===== config.mk =====
export PLATFORM = sky130hd
export DESIGN_NAME = gw_flux_decoder
export DESIGN_NICKNAME = d
export VERILOG_FILES = /design/src/rtl/gw_flux_pkg.sv /design/src/rtl/gw_byte_unpacker.sv /design/src/rtl/gw_flux_decoder.sv
export SDC_FILE = /design/constraint.sdc
export NUM_CORES = 1
export LEC_CHECK = 0
export CORE_MARGIN = 2
export CORE_UTILIZATION = 47
export DETAILED_ROUTE_END_ITERATION = 8
export HOLD_SLACK_MARGIN = 0.02
export PLACE_DENSITY = 0.77
export SYNTH_ARGS = -nofsm -noshare
export SYNTH_HDL_FRONTEND = slang
export SYNTH_SLANG_ARGS = --single-unit

===== constraint.sdc =====
create_clock -name clk -period 17.8 [get_ports clk]
set_input_delay 1.78 -clock clk [delete_from_list [all_inputs] [get_ports clk]]
set_output_delay 1.78 -clock clk [all_outputs]
set_load 0.005 [all_outputs]

===== src/rtl/gw_flux_pkg.sv =====
// Shared constants and types for the Greaseweazle write-flux stream decoder.
package gw_flux_pkg;

   localparam logic [7:0] FLUXOP_INDEX   = 8'h01;
   localparam logic [7:0] FLUXOP_SPACE   = 8'h02;
   localparam logic [7:0] FLUXOP_ASTABLE = 8'h03;
   localparam logic [7:0] DIRECT_MAX     = 8'd249;
   localparam logic [7:0] EXT_BASE       = 8'd250;
   localparam logic [7:0] OPC_PREFIX     = 8'hFF;
   localparam logic [7:0] TERMINATOR     = 8'h00;
   localparam int         N28_W          = 28;

   typedef enum logic [1:0] {
      ERR_NONE       = 2'd0,
      ERR_BAD_OPCODE = 2'd1,
      ERR_BAD_N28    = 2'd2,
      ERR_ABORT      = 2'd3
   } err_code_e;

   typedef enum logic [2:0] {
      ST_IDLE = 3'd0,
      ST_BYTE = 3'd1,
      ST_EXT  = 3'd2,
      ST_OPC  = 3'd3,
      ST_N28  = 3'd4,
      ST_EMIT = 3'd5,
      ST_DONE = 3'd6,
      ST_ERR  = 3'd7
   } state_e;

   // Two-byte form: hi = first byte - 250 (0..4), lo = second byte. Range 249..1524.
   function automatic logic [10:0] ext_value(input logic [2:0] hi, input logic [7:0] lo);
      return 11'(EXT_BASE) - 11'd1 + 11'(hi) * 11'd255 + 11'(lo);
   endfunction

endpackage


===== src/rtl/gw_byte_unpacker.sv =====
// Splits 32-bit host words into a byte stream, byte 0 = [7:0] first.
module gw_byte_unpacker
   import gw_flux_pkg::*;
(
   input  logic        clk,
   input  logic        rst_n,
   input  logic        enable,
   input  logic        flush,
   input  logic [31:0] s_data,
   input  logic        s_valid,
   output logic        s_ready,
   output logic [7:0]  b_data,
   output logic        b_valid,
   input  logic        b_ready
);

   logic [31:0] word_q, word_d;
   logic [1:0]  ptr_q, ptr_d;
   logic        full_q, full_d;
   logic        take_byte, last_byte, take_word;

   always_comb begin
      b_valid   = full_q;
      b_data    = word_q[{ptr_q, 3'b000} +: 8];
      take_byte = full_q && b_ready;
      last_byte = take_byte && (ptr_q == 2'd3);
      // A new word may land in the same cycle the last byte leaves.
      s_ready   = enable && !flush && (!full_q || last_byte);
      take_word = s_ready && s_valid;

      word_d = word_q;
      ptr_d  = ptr_q;
      full_d = full_q;
      if (take_byte) begin
         ptr_d = ptr_q + 2'd1;
         if (last_byte) full_d = 1'b0;
      end
      if (take_word) begin
         word_d = s_data;
         ptr_d  = 2'd0;
         full_d = 1'b1;
      end
      if (flush) begin
         ptr_d  = 2'd0;
         full_d = 1'b0;
      end
   end

   always_ff @(posedge clk) begin
      if (!rst_n) begin
         word_q <= '0;
         ptr_q  <= '0;
         full_q <= 1'b0;
      end else begin
         word_q <= word_d;
         ptr_q  <= ptr_d;
         full_q <= full_d;
      end
   end

endmodule


===== src/rtl/gw_flux_decoder.sv =====
// Decodes the CMD_WRITE_FLUX byte stream into flux intervals (sample ticks).
// Handshakes: a transfer happens on a rising clk edge where valid && ready.
module gw_flux_decoder
   import gw_flux_pkg::*;
#(
   parameter int INTERVAL_W = 28,
   parameter int CNT_W      = 32
) (
   input  logic                  clk,
   input  logic                  rst_n,
   input  logic                  start,
   input  logic                  abort,
   input  logic [31:0]           s_data,
   input  logic                  s_valid,
   output logic                  s_ready,
   output logic [INTERVAL_W-1:0] flux_interval,
   output logic                  flux_valid,
   input  logic                  flux_ready,
   output logic                  busy,
   output logic                  done,
   output logic                  error,
   output logic [1:0]            err_code,
   output logic [CNT_W-1:0]      byte_count,
   output logic [CNT_W-1:0]      interval_count,
   output logic [2:0]            dbg_state
);

   state_e                state_q, state_d;
   err_code_e             err_code_q, err_code_d;
   logic [INTERVAL_W-1:0] flux_q, flux_d, space_q, space_d;
   logic [N28_W-1:0]      n28_q, n28_d, n28_next;
   logic [1:0]            n28_idx_q, n28_idx_d;
   logic [4:0]            n28_sh;
   logic [2:0]            ext_hi_q, ext_hi_d;
   logic                  opc_space_q, opc_space_d;
   logic                  done_q, done_d, error_q, error_d;
   logic [CNT_W-1:0]      byte_cnt_q, byte_cnt_d, int_cnt_q, int_cnt_d;
   logic [7:0]            b_data;
   logic                  b_valid, b_ready, consume, flush, busy_st, byte_st;

   function automatic logic [INTERVAL_W-1:0] sat_add(input logic [INTERVAL_W-1:0] a,
                                                     input logic [INTERVAL_W-1:0] b);
      logic [INTERVAL_W:0] s;
      s = {1'b0, a} + {1'b0, b};
      return s[INTERVAL_W] ? '1 : s[INTERVAL_W-1:0];
   endfunction

   gw_byte_unpacker u_unpacker (
      .clk     (clk),
      .rst_n   (rst_n),
      .enable  (busy_st && !abort),
      .flush   (flush),
      .s_data  (s_data),
      .s_valid (s_valid),
      .s_ready (s_ready),
      .b_data  (b_data),
      .b_valid (b_valid),
      .b_ready (b_ready)
   );

   always_comb begin
      busy_st  = state_q inside {ST_BYTE, ST_EXT, ST_OPC, ST_N28, ST_EMIT};
      byte_st  = state_q inside {ST_BYTE, ST_EXT, ST_OPC, ST_N28};
      b_ready  = byte_st && !start && !abort;
      consume  = b_valid && b_ready;
      n28_sh   = 5'(n28_idx_q) * 5'd7;
      n28_next = n28_q | (N28_W'(b_data[7:1]) << n28_sh);

      state_d     = state_q;
      err_code_d  = err_code_q;
      flux_d      = flux_q;
      space_d     = space_q;
      n28_d       = n28_q;
      n28_idx_d   = n28_idx_q;
      ext_hi_d    = ext_hi_q;
      opc_space_d = opc_space_q;
      done_d      = 1'b0;
      error_d     = error_q;
      byte_cnt_d  = byte_cnt_q;
      int_cnt_d   = int_cnt_q;
      flush       = start;

      if (start) begin
         state_d    = ST_BYTE;
         err_code_d = ERR_NONE;
         error_d    = 1'b0;
         space_d    = '0;
         byte_cnt_d = '0;
         int_cnt_d  = '0;
      end else if (abort && busy_st) begin
         state_d    = ST_ERR;
         err_code_d = ERR_ABORT;
         error_d    = 1'b1;
      end else begin
         if (consume) byte_cnt_d = byte_cnt_q + CNT_W'(1);
         case (state_q)
            ST_BYTE: if (consume) begin
               if (b_data == TERMINATOR) begin
                  // Any space not yet attached to an interval dies with the stream.
                  state_d = ST_DONE;
                  done_d  = 1'b1;
                  space_d = '0;
                  flush   = 1'b1;
               end else if (b_data <= DIRECT_MAX) begin
                  flux_d  = sat_add(space_q, INTERVAL_W'(b_data));
                  space_d = '0;
                  state_d = ST_EMIT;
               end else if (b_data == OPC_PREFIX) begin
                  state_d = ST_OPC;
               end else begin
                  ext_hi_d = 3'(b_data - EXT_BASE);
                  state_d  = ST_EXT;
               end
            end
            ST_EXT: if (consume) begin
               flux_d  = sat_add(space_q, INTERVAL_W'(ext_value(ext_hi_q, b_data)));
               space_d = '0;
               state_d = ST_EMIT;
            end
            ST_OPC: if (consume) begin
               if (b_data == FLUXOP_INDEX || b_data == FLUXOP_SPACE) begin
                  opc_space_d = (b_data == FLUXOP_SPACE);
                  n28_d       = '0;
                  n28_idx_d   = 2'd0;
                  state_d     = ST_N28;
               end else begin
                  state_d    = ST_ERR;
                  err_code_d = ERR_BAD_OPCODE;
                  error_d    = 1'b1;
               end
            end
            ST_N28: if (consume) begin
               if (!b_data[0]) begin
                  state_d    = ST_ERR;
                  err_code_d = ERR_BAD_N28;
                  error_d    = 1'b1;
               end else if (n28_idx_q == 2'd3) begin
                  if (opc_space_q) space_d = sat_add(space_q, INTERVAL_W'(n28_next));
                  state_d = ST_BYTE;
               end else begin
                  n28_d     = n28_next;
                  n28_idx_d = n28_idx_q + 2'd1;
               end
            end
            ST_EMIT: if (flux_ready) begin
               int_cnt_d = int_cnt_q + CNT_W'(1);
               state_d   = ST_BYTE;
            end
            default: ;
         endcase
      end

      // A pending interval is withdrawn the moment start or abort arrives.
      flux_valid     = (state_q == ST_EMIT) && !start && !abort;
      flux_interval  = flux_q;
      busy           = busy_st;
      done           = done_q;
      error          = error_q;
      err_code       = err_code_q;
      byte_count     = byte_cnt_q;
      interval_count = int_cnt_q;
      dbg_state      = state_q;
   end

   always_ff @(posedge clk) begin
      if (!rst_n) begin
         state_q     <= ST_IDLE;
         err_code_q  <= ERR_NONE;
         flux_q      <= '0;
         space_q     <= '0;
         n28_q       <= '0;
         n28_idx_q   <= '0;
         ext_hi_q    <= '0;
         opc_space_q <= 1'b0;
         done_q      <= 1'b0;
         error_q     <= 1'b0;
         byte_cnt_q  <= '0;
         int_cnt_q   <= '0;
      end else begin
         state_q     <= state_d;
         err_code_q  <= err_code_d;
         flux_q      <= flux_d;
         space_q     <= space_d;
         n28_q       <= n28_d;
         n28_idx_q   <= n28_idx_d;
         ext_hi_q    <= ext_hi_d;
         opc_space_q <= opc_space_d;
         done_q      <= done_d;
         error_q     <= error_d;
         byte_cnt_q  <= byte_cnt_d;
         int_cnt_q   <= int_cnt_d;
      end
   end

endmodule


==> results.sh, run 1 <==
export IMPL_status="finished clean"
export IMPL_p_leak_nw=5.636
export IMPL_tns_ns=0
export IMPL_grt_pass1_wl_um=50130
export IMPL_cts_hold_fix_buffers=0
export IMPL_cts_tree="yes"
export IMPL_ys_types=69
export IMPL_cts_reportedPaths_clkPinSlew_ns=0.09
export IMPL_layout_nets=1728
export IMPL_insertion_delay_ns=0.45
export IMPL_whs_path_depth=2
export IMPL_regToRegSetupSlack_ns=11.54
export IMPL_hp_class="reg -> reg"
export IMPL_dp_cells=1917
export IMPL_hold_worst_slack_ns=0.4542
export IMPL_reg2regPathDepth=23
export IMPL_final_cells=1949
export IMPL_grt_usage_pct=23.01
export IMPL_reg2reg_to="flux_interval[19]$_SDFFE_PN0P_"
export IMPL_wl_met2_um=14950
export IMPL_switching_share_pct=27.38
export IMPL_detail_route_antenna_nets=0
export IMPL_critPathLaunchType="flop"
export IMPL_initial_core_util_pct=47.73
export IMPL_regArea_mm2=0.003924
export IMPL_power_frac_comb_pct=8.6
export IMPL_ys_top_cells_by_count="nand2_1 (246), dfxtp_1 (196), nor2_1 (143), a21oi_1 (127), o21ai_0 (84)"
export IMPL_cts_buffers=17
export IMPL_tightest_slew_ns=1.144
export IMPL_p_switching_mw=0.2523
export IMPL_drv_slew=0
export IMPL_grt_max_degree=99
export IMPL_rows=58
export IMPL_path_delay_family="compound AO/OA/AOI/OAI gates"
export IMPL_viasPerCell=5.634
export IMPL_routed_wl_um=31130
export IMPL_hold_start="u_unpacker.word_q[7]$_SDFFE_PN0P_"
export IMPL_postSynth_asyncResetShare_pct=0
export IMPL_path_buf_inv=1
export IMPL_clockRootBuffer="clkbuf_16"
export IMPL_cpMaxStageDelayCell="mux4_2"
export IMPL_die_area_mm2=0.02672
export IMPL_finalHoldViolCount=0
export IMPL_path_max_fanout=18
export IMPL_io_buffers=139
export IMPL_internal_power_mw=0.6691
export IMPL_vias=10980
export IMPL_synth_most_common_cell="nand2_1"
export IMPL_cap_violations=0
export IMPL_dp_hpwl_um=22590
export IMPL_synth_top_area_share_pct=32.83
export IMPL_die_height_um=163.5
export IMPL_place_congestion=0.9263
export IMPL_synth_nets=1632
export IMPL_grt_overflow_total=0
export IMPL_ir_drop_v=0.00005093
export IMPL_dr_pass1_iters=5
export IMPL_setup_violations_final=0
export IMPL_crit_type="reg -> reg"
export IMPL_drt_iter0_drc=835
export IMPL_clock_fmax_ghz=0.1599
export IMPL_antenna_found_initial=0
export IMPL_multi_input_area_mm2=0.007584
export IMPL_cts_resized=0
export IMPL_synth_area_per_cell_um2=7.914
export IMPL_seqPwrFrac_pct=48.5
export IMPL_yosys_warnings=0
export IMPL_crit_required_ns=18.17
export IMPL_cp_cell_sequence="mux4_2, fa_1, ha_1, ha_1, a21o_1, a21oi_1, o21bai_1, a21oi_1, o21bai_1, a21oi_1, o21bai_1, a21oi_1, xor2_1, ha_1, o2111a_1, o21ai_0, and2_1, o21ai_1, buf_4, nor2_1, o31ai_1, o311ai_0, a21boi_0"
export IMPL_synth_cell_area_mm2=0.01195
export IMPL_r2r_start="u_unpacker.ptr_q[0]$_SDFFE_PP0P_"
export IMPL_ys_seq_area_share_pct=32.83
export IMPL_synth_seq_cells=196
export IMPL_syn_inst=1510
export IMPL_synth_area_top_cells="dfxtp_1 (33%), nand2_1 (7.7%), ha_1 (7.5%), a21oi_1 (5.3%), nor2_1 (4.5%)"
export IMPL_drc=0
export IMPL_synth_edf_count=0
export IMPL_slowest_delay_ns=0.76
export IMPL_arrival_ns=6.62
export IMPL_cts_max_path_buffers=2
export IMPL_critPathMostFrequentCell="a21oi_1"
export IMPL_syn_to_final_growth_pct=18.34
export IMPL_drive_above_1_share_pct=4.385
export IMPL_wl_met3_um=1372
export IMPL_wire_per_inst_um=15.97
export IMPL_powerDensity_mw_per_mm2=65.15
export IMPL_die_w_um=163.5
export IMPL_n_antenna_cell=0
export IMPL_h_tree_depth=4
export IMPL_clkPwrFrac_pct=42.8
export IMPL_postCtsSetupBuffers=0
export IMPL_finalCritPeriodShare_pct=35.14
export IMPL_period_needed_ns=6.256
export IMPL_yosysTopAreaCell="dfxtp_1"
export IMPL_power_mw=0.9213
export IMPL_grt_pass1_vias=10170
export IMPL_top_layer="met4"
export IMPL_rsz0062_at_grt="no"
export IMPL_critPathCaptureType="flop"
export IMPL_fin_worst_skew_ns=0.01667
export IMPL_nFillCells=2260
export IMPL_hold_path_end="u_unpacker.word_q[7]$_SDFFE_PN0P_"
export IMPL_io_pins=140
export IMPL_synth_ff_type="dfxtp_1"
export IMPL_wl_met1_um=13970
export IMPL_slew_headroom_pct=23.70
export IMPL_numClockSinks=196
export IMPL_core_mm2=0.02504
[kinds of logic after synthesis]
family	count (synthesis)	synth area share [%]
compound gates	404	21.32
xor+xnor	100	7.329
fa+ha+maj	84	9.549
buf+inv	113	3.884
flops	196	32.83
mux	16	2.188
simple gates	597	22.90
[worst min-delay path, cell delays in order, from the launching register on]
cell	delay, ns
dfxtp_1	0.31
nand2_1	0.05
a21boi_1	0.05
[how the worst max path moves through the flow]
stage / startpoint / to / slack, ns / cells past startpoint
floorplan: u_unpacker.ptr_q[0]$_SDFFE_PP0P_ / flux_interval[15]$_SDFFE_PN0P_ / 12.17 / 24
global placement: u_unpacker.ptr_q[0]$_SDFFE_PP0P_ / flux_interval[15]$_SDFFE_PN0P_ / 11.69 / 23
detailed placement: u_unpacker.ptr_q[0]$_SDFFE_PP0P_ / flux_interval[15]$_SDFFE_PN0P_ / 11.61 / 23
CTS: u_unpacker.ptr_q[0]$_SDFFE_PP0P_ / flux_interval[19]$_SDFFE_PN0P_ / 11.57 / 23
global route: u_unpacker.ptr_q[0]$_SDFFE_PP0P_ / flux_interval[15]$_SDFFE_PN0P_ / 11.10 / 23
finish: u_unpacker.ptr_q[0]$_SDFFE_PP0P_ / flux_interval[19]$_SDFFE_PN0P_ / 11.54 / 23
[placed cells by master, fill, tap and decap left out, drive strengths merged, types with 11 or more instances in the layout]
cell           synthesis  routed
a21boi                49      49
a21o                  50      50
a21oi                127     127
and2                  14      14
and3                  25      25
buf                   13      11
clkbuf                59      18
clkdlybuf4s50          0     138
dfxtp                196     196
fa                    12      12
ha                    72      72
inv                   41      49
nand2                247     247
nand3                 37      37
nand4                 16      16
nor2                 143     143
nor2b                 43      43
nor3                  21      21
o21ai                 86      86
o221ai                11      11
or3                   18      18
xnor2                 43      43
xor2                  57      57
[through the flow]
| stage | utilization, % | setup WS (ns) | area (um^2) |
|---|---|---|---|
| detailed placement | 54.06 | 11.61 | 13540 |
| global route | 56.49 | 11.10 | 14140 |
| floorplan | - | 12.17 | 11950 |
| global placement | 54.06 | 11.69 | 13540 |
| CTS | 56.49 | 11.57 | 14140 |
| finish | 56.49 | 11.54 | 14140 |
[layer usage]
metal | global-route usage [%] | vias up
met5 | 0 | -
met3 | 3.352 | 58
met4 | 8.453 | 0
met2 | 39.45 | 281
li1 | - | 5452
met1 | 29.36 | 5189
[power by group through the flow]
stage / registers (mW) / clock network, mW / logic (mW)
2_1_floorplan: 0.454 / 0 / 0.0538
3_3_place_gp: 0.457 / 0 / 0.0779
3_5_place_dp: 0.457 / 0 / 0.0787
4_1_cts: 0.447 / 0.402 / 0.0791
5_1_grt: 0.448 / 0.418 / 0.0874
6_report: 0.447 / 0.395 / 0.0796
[cell type report]
cell class | count | share of cell area (%)
clock inverter | 14 | 1.256
tap | 330 | 2.920
sequential | 196 | 27.74
inverter | 41 | 1.088
multi-input combinational | 1201 | 53.62
clock buffer | 18 | 3.035
timing repair buffer | 149 | 10.33
[registers in the layout, indices dropped and copies added (netlist names)]
register / cells
done: 1
interval_count: 32
u_unpacker.b_valid: 1
byte_count: 32
err_code: 2
n28_q: 28
n28_idx_q: 2
dbg_state: 3
opc_space_q: 1
space_q: 28
error: 1
u_unpacker.word_q: 32
ext_hi_q: 3
flux_interval: 28
u_unpacker.ptr_q: 2
Power figures use the tool's default switching activity.
==> inputs of run 2 (changes only) <==
==> constraint.sdc (replaced) <==
create_clock -name clk -period 6.5 [get_ports clk]
set_input_delay 0.65 -clock clk [delete_from_list [all_inputs] [get_ports clk]]
set_output_delay 0.65 -clock clk [all_outputs]
set_load 0.005 [all_outputs]
==> results.sh, run 2 (synthesis gave the netlist of run 1 again) <==
export IMPL_status="finished clean"
export IMPL_syn_to_final_growth_pct=18.42
export IMPL_setup_violations_final=0
export IMPL_antenna_found_initial=0
export IMPL_die_height_um=163.5
export IMPL_drt_iter0_drc=772
export IMPL_core_mm2=0.02504
export IMPL_clockRootBuffer="clkbuf_16"
export IMPL_vias=10990
export IMPL_detail_route_antenna_nets=0
export IMPL_dp_cells=1917
export IMPL_io_buffers=139
export IMPL_rows=58
export IMPL_place_congestion=0.8999
export IMPL_cts_reportedPaths_clkPinSlew_ns=0.08
export IMPL_path_delay_family="compound AO/OA/AOI/OAI gates"
export IMPL_hold_worst_slack_ns=0.4588
export IMPL_final_cells=1950
export IMPL_final_cell_mix="nand2_1 (246), dfxtp_1 (196), nor2_1 (141)"
export IMPL_cap_violations=0
export IMPL_layout_commonest_cell="nand2_1"
export IMPL_hp_class="reg -> reg"
export IMPL_drc=0
export IMPL_clock_fmax_ghz=0.1754
export IMPL_path_buf_inv=1
export IMPL_die_area_mm2=0.02672
export IMPL_critPathCaptureType="flop"
export IMPL_cts_max_path_buffers=2
export IMPL_grt_pass1_vias=10220
export IMPL_dr_pass1_iters=7
export IMPL_tns_ns=0
export IMPL_initial_core_util_pct=47.73
export IMPL_routed_wl_um=30690
export IMPL_tightest_slew_ns=1.153
export IMPL_cpMaxStageDelayCell="mux4_2"
export IMPL_slew_headroom_pct=23.13
export IMPL_grt_pass1_wl_um=49940
export IMPL_die_w_um=163.5
export IMPL_io_pins=140
export IMPL_critPathMostFrequentCell="a21oi_1"
export IMPL_insertion_delay_ns=0.44
export IMPL_cts_buffers=17
export IMPL_critPathLaunchType="flop"
export IMPL_ir_drop_v=0.0001589
export IMPL_cts_hold_fix_buffers=0
export IMPL_grt_usage_pct=22.77
export IMPL_finalCritPeriodShare_pct=87.69
export IMPL_nFillCells=2253
export IMPL_cts_tree="yes"
export IMPL_period_needed_ns=5.700
export IMPL_path_max_fanout=10
export IMPL_powerDensity_mw_per_mm2=179.0
export IMPL_h_tree_depth=4
export IMPL_crit_required_ns=6.88
export IMPL_layout_nets=1728
export IMPL_slowest_delay_ns=0.59
export IMPL_arrival_ns=6.08
export IMPL_dp_hpwl_um=22090
export IMPL_power_mw=2.533
export IMPL_cts_resized=0
export IMPL_grt_max_degree=92
export IMPL_wire_per_inst_um=15.74
export IMPL_numClockSinks=196
export IMPL_finalHoldViolCount=0
export IMPL_rsz0062_at_grt="no"
export IMPL_postCtsSetupBuffers=0
export IMPL_p_leak_nw=5.642
export IMPL_fin_worst_skew_ns=0.01134
export IMPL_grt_overflow_total=0
export IMPL_drive_above_1_share_pct=4.385
export IMPL_crit_type="reg -> reg"
export IMPL_viasPerCell=5.634
export IMPL_drv_slew=0
export IMPL_cp_cell_sequence="buf_4, mux4_2, fa_1, ha_1, ha_1, a21o_1, a21oi_1, o21bai_1, a21oi_1, o21bai_1, a21oi_1, o21bai_1, a21oi_1, xor2_1, ha_1, o2111a_1, o21ai_0, and2_1, o21a_1, a22oi_1, o21ai_0, a21oi_1, a31o_2"
[run 2: cell count changes in the layout (fill, tap and decap cells not counted), sizes merged]
| cell | delta |
|---|---|
| inv | -2 |
| bufinv | +1 |
| clkinv | +1 |
| diode | +1 |
[run 2: worst paths after layout]
| path | startpoint | to | slack [ns] | cells past startpoint |
|---|---|---|---|---|
| max | u_unpacker.ptr_q[0]$_SDFFE_PP0P_ | flux_interval[15]$_SDFFE_PN0P_ | 0.80 | 23 |
| min | u_unpacker.word_q[7]$_SDFFE_PN0P_ | u_unpacker.word_q[7]$_SDFFE_PN0P_ | 0.46 | 2 |
| max reg2reg | u_unpacker.ptr_q[0]$_SDFFE_PP0P_ | flux_interval[15]$_SDFFE_PN0P_ | 0.80 | 23 |
| min reg2reg | u_unpacker.word_q[7]$_SDFFE_PN0P_ | u_unpacker.word_q[7]$_SDFFE_PN0P_ | 0.46 | 2 |
[run 2: where the power goes]
group / switching, mW / leakage (nW) / internal [mW]
logic: 0.126 / 3.76 / 0.0952
clock network: 0.532 / 0.298 / 0.557
registers: 0.0128 / 1.58 / 1.21
total: 0.671 / 5.64 / 1.86
[run 2: layer usage]
| layer | GRT usage (%) | part of all wire [%] | vias up |
|---|---|---|---|
| met5 | 0 | 0 | - |
| met1 | 29.59 | 44 | 5133 |
| met4 | 7.895 | 2.6 | 0 |
| met2 | 38.65 | 48 | 327 |
| li1 | - | - | 5460 |
| met3 | 3.250 | 5.4 | 66 |
[run 2: cell type report]
| cell class | instances | area (um^2) | area share [%] |
|---|---|---|---|
| inverters | 41 | 153.9 | 1.088 |
| flip-flops and latches | 196 | 3924 | 27.73 |
| repair buffers | 149 | 1461 | 10.33 |
| well taps | 330 | 412.9 | 2.918 |
| multi-input cells | 1201 | 7584 | 53.59 |
| clock buffers | 18 | 429.2 | 3.033 |
| diodes | 1 | 2.502 | 0.01768 |
| clock inverters | 14 | 183.9 | 1.300 |
[run 2: worst register-to-register path: stages (launching register included)]
cell and delay (ns):
dfxtp_1 0.32, buf_4 0.21, mux4_2 0.60, fa_1 0.50, ha_1 0.35, ha_1 0.30
a21o_1 0.17, a21oi_1 0.21, o21bai_1 0.09, a21oi_1 0.23, o21bai_1 0.09, a21oi_1 0.24
o21bai_1 0.09, a21oi_1 0.17, xor2_1 0.10, ha_1 0.38, o2111a_1 0.20, o21ai_0 0.10
and2_1 0.21, o21a_1 0.19, a22oi_1 0.42, o21ai_0 0.18, a21oi_1 0.17, a31o_2 0.12
[run 2: metrics by stage]
stage	area, um^2	worst slack (ns)	util [%]
after detailed placement	13540	0.8105	54.06
after global routing	14150	0.3226	56.51
final	14150	0.8003	56.52
after CTS	14150	0.7857	56.51
after global placement	13540	0.8622	54.06
after floorplan	11950	0.8702	-
==> inputs of run 3 (changes only) <==
--- a/config.mk
+++ b/config.mk
@@ -7,9 +7,11 @@
 export LEC_CHECK = 0
 export CORE_MARGIN = 2
 export CORE_UTILIZATION = 47
+export CTS_BUF_LIST = sky130_fd_sc_hd__clkbuf_8 sky130_fd_sc_hd__clkbuf_16
 export DETAILED_ROUTE_END_ITERATION = 8
 export HOLD_SLACK_MARGIN = 0.02
 export PLACE_DENSITY = 0.77
 export SYNTH_ARGS = -nofsm -noshare
 export SYNTH_HDL_FRONTEND = slang
+export SYNTH_HIERARCHICAL = 1
 export SYNTH_SLANG_ARGS = --single-unit
==> results.sh, run 3 <==
export IMPL_status="finished clean"
export IMPL_numClockSinks=196
export IMPL_p_switching_mw=0.7524
export IMPL_synth_edf_count=0
export IMPL_ir_drop_v=0.0001491
export IMPL_synth_top_area_share_pct=31.73
export IMPL_die_height_um=166.2
export IMPL_grt_usage_pct=23.10
export IMPL_h_tree_depth=4
export IMPL_r2r_start="u_unpacker/ptr_q[1]$_SDFFE_PP0P_"
export IMPL_finalCritPeriodShare_pct=89.67
export IMPL_reg2reg_to="flux_interval[16]$_SDFFE_PN0P_"
export IMPL_layout_commonest_cell="nand2_1"
export IMPL_clkPwrFrac_pct=44.3
export IMPL_reg2regPathDepth=21
export IMPL_path_delay_family="compound AO/OA/AOI/OAI gates"
export IMPL_io_pins=140
export IMPL_vias=11270
export IMPL_n_antenna_cell=0
export IMPL_io_buffers=139
export IMPL_synth_area_per_cell_um2=8.158
export IMPL_drive_above_1_share_pct=4.902
export IMPL_wire_per_inst_um=16.36
export IMPL_cap_violations=0
export IMPL_setup_violations_final=0
export IMPL_hp_class="reg -> reg"
export IMPL_whs_path_depth=2
export IMPL_syn_to_final_growth_pct=18.08
export IMPL_detail_route_antenna_nets=0
export IMPL_seqPwrFrac_pct=47.0
export IMPL_regArea_mm2=0.003925
export IMPL_ys_seq_area_share_pct=31.73
export IMPL_cts_hold_fix_buffers=0
export IMPL_multi_input_area_mm2=0.007984
export IMPL_critPathLaunchType="flop"
export IMPL_grt_max_degree=87
export IMPL_antenna_found_initial=0
export IMPL_power_frac_comb_pct=8.7
export IMPL_initial_core_util_pct=47.73
export IMPL_design_area_mm2=0.01460
export IMPL_arrival_ns=6.20
export IMPL_cts_reportedPaths_clkPinSlew_ns=0.09
export IMPL_yosys_warnings=6
export IMPL_hold_start="u_unpacker/word_q[25]$_SDFFE_PN0P_"
export IMPL_synth_area_top_cells="dfxtp_1 (32%), ha_1 (7.3%), nand2_1 (7.1%), nor2_1 (4.5%), a21oi_1 (4.2%)"
export IMPL_nFillCells=2335
export IMPL_insertion_delay_ns=0.46
export IMPL_synth_nets=1638
export IMPL_cpMaxStageDelayCell="mux4_2"
export IMPL_ys_top_cells_by_count="nand2_1 (233), dfxtp_1 (196), nor2_1 (147), a21oi_1 (105), o21ai_0 (77)"
export IMPL_layout_nets=1741
export IMPL_critPathCaptureType="flop"
export IMPL_internal_power_mw=1.856
export IMPL_regToRegSetupSlack_ns=0.67
export IMPL_tns_ns=0
export IMPL_fin_worst_skew_ns=0.01646
export IMPL_final_cell_mix="nand2_1 (233), dfxtp_1 (195), nor2_1 (147)"
export IMPL_grt_pass1_wl_um=53520
export IMPL_switching_share_pct=28.85
export IMPL_crit_type="reg -> reg"
export IMPL_cts_resized=0
export IMPL_cts_max_path_buffers=2
export IMPL_grt_overflow_total=0
export IMPL_synth_cell_area_mm2=0.01237
export IMPL_cts_buffers=17
export IMPL_tightest_slew_ns=0.9095
export IMPL_viasPerCell=5.732
export IMPL_hold_path_end="u_unpacker/word_q[25]$_SDFFE_PN0P_"
export IMPL_place_area_mm2=0.01395
export IMPL_postCtsSetupBuffers=0
export IMPL_syn_inst=1516
export IMPL_cts_tree="yes"
export IMPL_p_leak_nw=5.832
export IMPL_dp_hpwl_um=23500
export IMPL_clockRootBuffer="clkbuf_16"
export IMPL_path_max_fanout=10
export IMPL_clock_fmax_ghz=0.1716
export IMPL_ys_types=74
export IMPL_finalHoldViolCount=0
export IMPL_critPathMostFrequentCell="o21ai_0"
export IMPL_place_congestion=0.9174
export IMPL_rsz0062_at_grt="no"
export IMPL_die_area_mm2=0.02763
export IMPL_synth_most_common_cell="nand2_1"
export IMPL_drv_slew=0
export IMPL_routed_wl_um=32180
export IMPL_synth_seq_cells=196
export IMPL_slew_headroom_pct=38.57
export IMPL_drt_iter0_drc=770
export IMPL_postSynth_asyncResetShare_pct=0
export IMPL_synth_ff_type="dfxtp_1"
export IMPL_yosysTopAreaCell="dfxtp_1"
export IMPL_path_buf_inv=0
export IMPL_cp_cell_sequence="mux4_2, fa_1, fa_1, ha_1, nor2b_1, o21ai_0, a21boi_0, o21a_1, o21ai_0, nand2b_1, a21oi_1, xnor2_1, ha_1, o21a_1, o21a_1, o21ai_0, or2_2, o21ai_0, nand3_1, o21ai_0, nor3b_1"
export IMPL_period_needed_ns=5.829
export IMPL_rows=59
export IMPL_power_mw=2.608
export IMPL_die_w_um=166.2
export IMPL_slowest_delay_ns=0.66
export IMPL_dr_pass1_iters=5
export IMPL_drc=0
export IMPL_grt_pass1_vias=10910
export IMPL_core_mm2=0.02591
export IMPL_crit_required_ns=6.87
export IMPL_powerDensity_mw_per_mm2=178.6
-- run 3: cell types whose count changed in the layout (fill, tap and decap cells not counted), sizes merged, moves of 6 or more --
| cell | previous run | this run |
|---|---|---|
| a211oi | 9 | 15 |
| a21boi | 49 | 14 |
| a21o | 50 | 42 |
| a21oi | 127 | 105 |
| mux2i | 7 | 39 |
| nand2 | 247 | 233 |
| nand3 | 37 | 48 |
| nor3b | 0 | 12 |
| nor4 | 2 | 8 |
| o21ai | 86 | 77 |
| or3 | 18 | 10 |
| xnor2 | 43 | 55 |
-- run 3: power by group through the flow --
stage / clock [mW] / combinational [mW] / sequential, mW
floorplan: 0 / 0.163 / 1.24
global route: 1.21 / 0.251 / 1.23
global placement: 0 / 0.223 / 1.25
detailed placement: 0 / 0.225 / 1.25
finish: 1.15 / 0.228 / 1.23
CTS: 1.17 / 0.228 / 1.23
-- run 3: routing by layer --
layer / vias to the layer above / wire length (um) / track usage (%)
met3: 46 / 1742 / 4.314
met5: - / 0 / 0
li1: 5553 / - / -
met2: 339 / 14900 / 38.61
met4: 0 / 531 / 5.997
met1: 5336 / 15010 / 30.81
-- run 3: layout make-up --
type,count,area share [%]
repair buffers,151,10.13
clock buffers,17,2.913
inverters,39,1.002
multi-input cells,1214,54.67
clock inverters,15,1.534
flip-flops and latches,196,26.88
well taps,335,2.870
-- run 3: logic make-up (layout without fill, tap and decap cells) --
logic type | after synthesis | in the layout | synth area share (%)
simple gates | 617 | 617 | 23.87
xor+xnor | 110 | 110 | 7.790
mux | 50 | 50 | 4.887
fa+ha+maj | 84 | 84 | 9.227
compound gates | 353 | 353 | 18.58
buf+inv | 106 | 222 | 3.925
flops | 196 | 196 | 31.73
-- run 3: worst max-delay path by stage --
stage	from	end	slack, ns	depth (start not counted)
floorplan	u_unpacker/ptr_q[1]$_SDFFE_PP0P_	flux_interval[16]$_SDFFE_PN0P_	1.26	22
global placement	u_unpacker/ptr_q[0]$_SDFFE_PP0P_	flux_interval[17]$_SDFFE_PN0P_	0.87	21
detailed placement	u_unpacker/ptr_q[0]$_SDFFE_PP0P_	flux_interval[17]$_SDFFE_PN0P_	0.67	22
CTS	u_unpacker/ptr_q[0]$_SDFFE_PP0P_	flux_interval[16]$_SDFFE_PN0P_	0.57	21
global route	u_unpacker/ptr_q[1]$_SDFFE_PP0P_	flux_interval[16]$_SDFFE_PN0P_	0.17	21
finish	u_unpacker/ptr_q[1]$_SDFFE_PP0P_	flux_interval[16]$_SDFFE_PN0P_	0.67	21
-- run 3: tightest hold or removal path, delay by kind of cell (launching register included) --
kind	cells	cell delay, ns
DFF	1	0.32
and+or+nand+nor	1	0.05
muxes	1	0.05
-- run 3: per-stage QoR --
| step | util (%) | setup slack, ns | hold WS [ns] | cells |
|---|---|---|---|---|
| floorplan | - | 1.263 | 0.4315 | 1516 |
| global placement | 53.85 | 0.8681 | 0.4409 | 1935 |
| detailed placement | 53.85 | 0.6656 | 0.4492 | 1935 |
| CTS | 56.35 | 0.5742 | 0.4657 | 1967 |
| global route | 56.36 | 0.1711 | 0.4781 | 1967 |
| finish | 56.36 | 0.6713 | 0.4607 | 1967 |
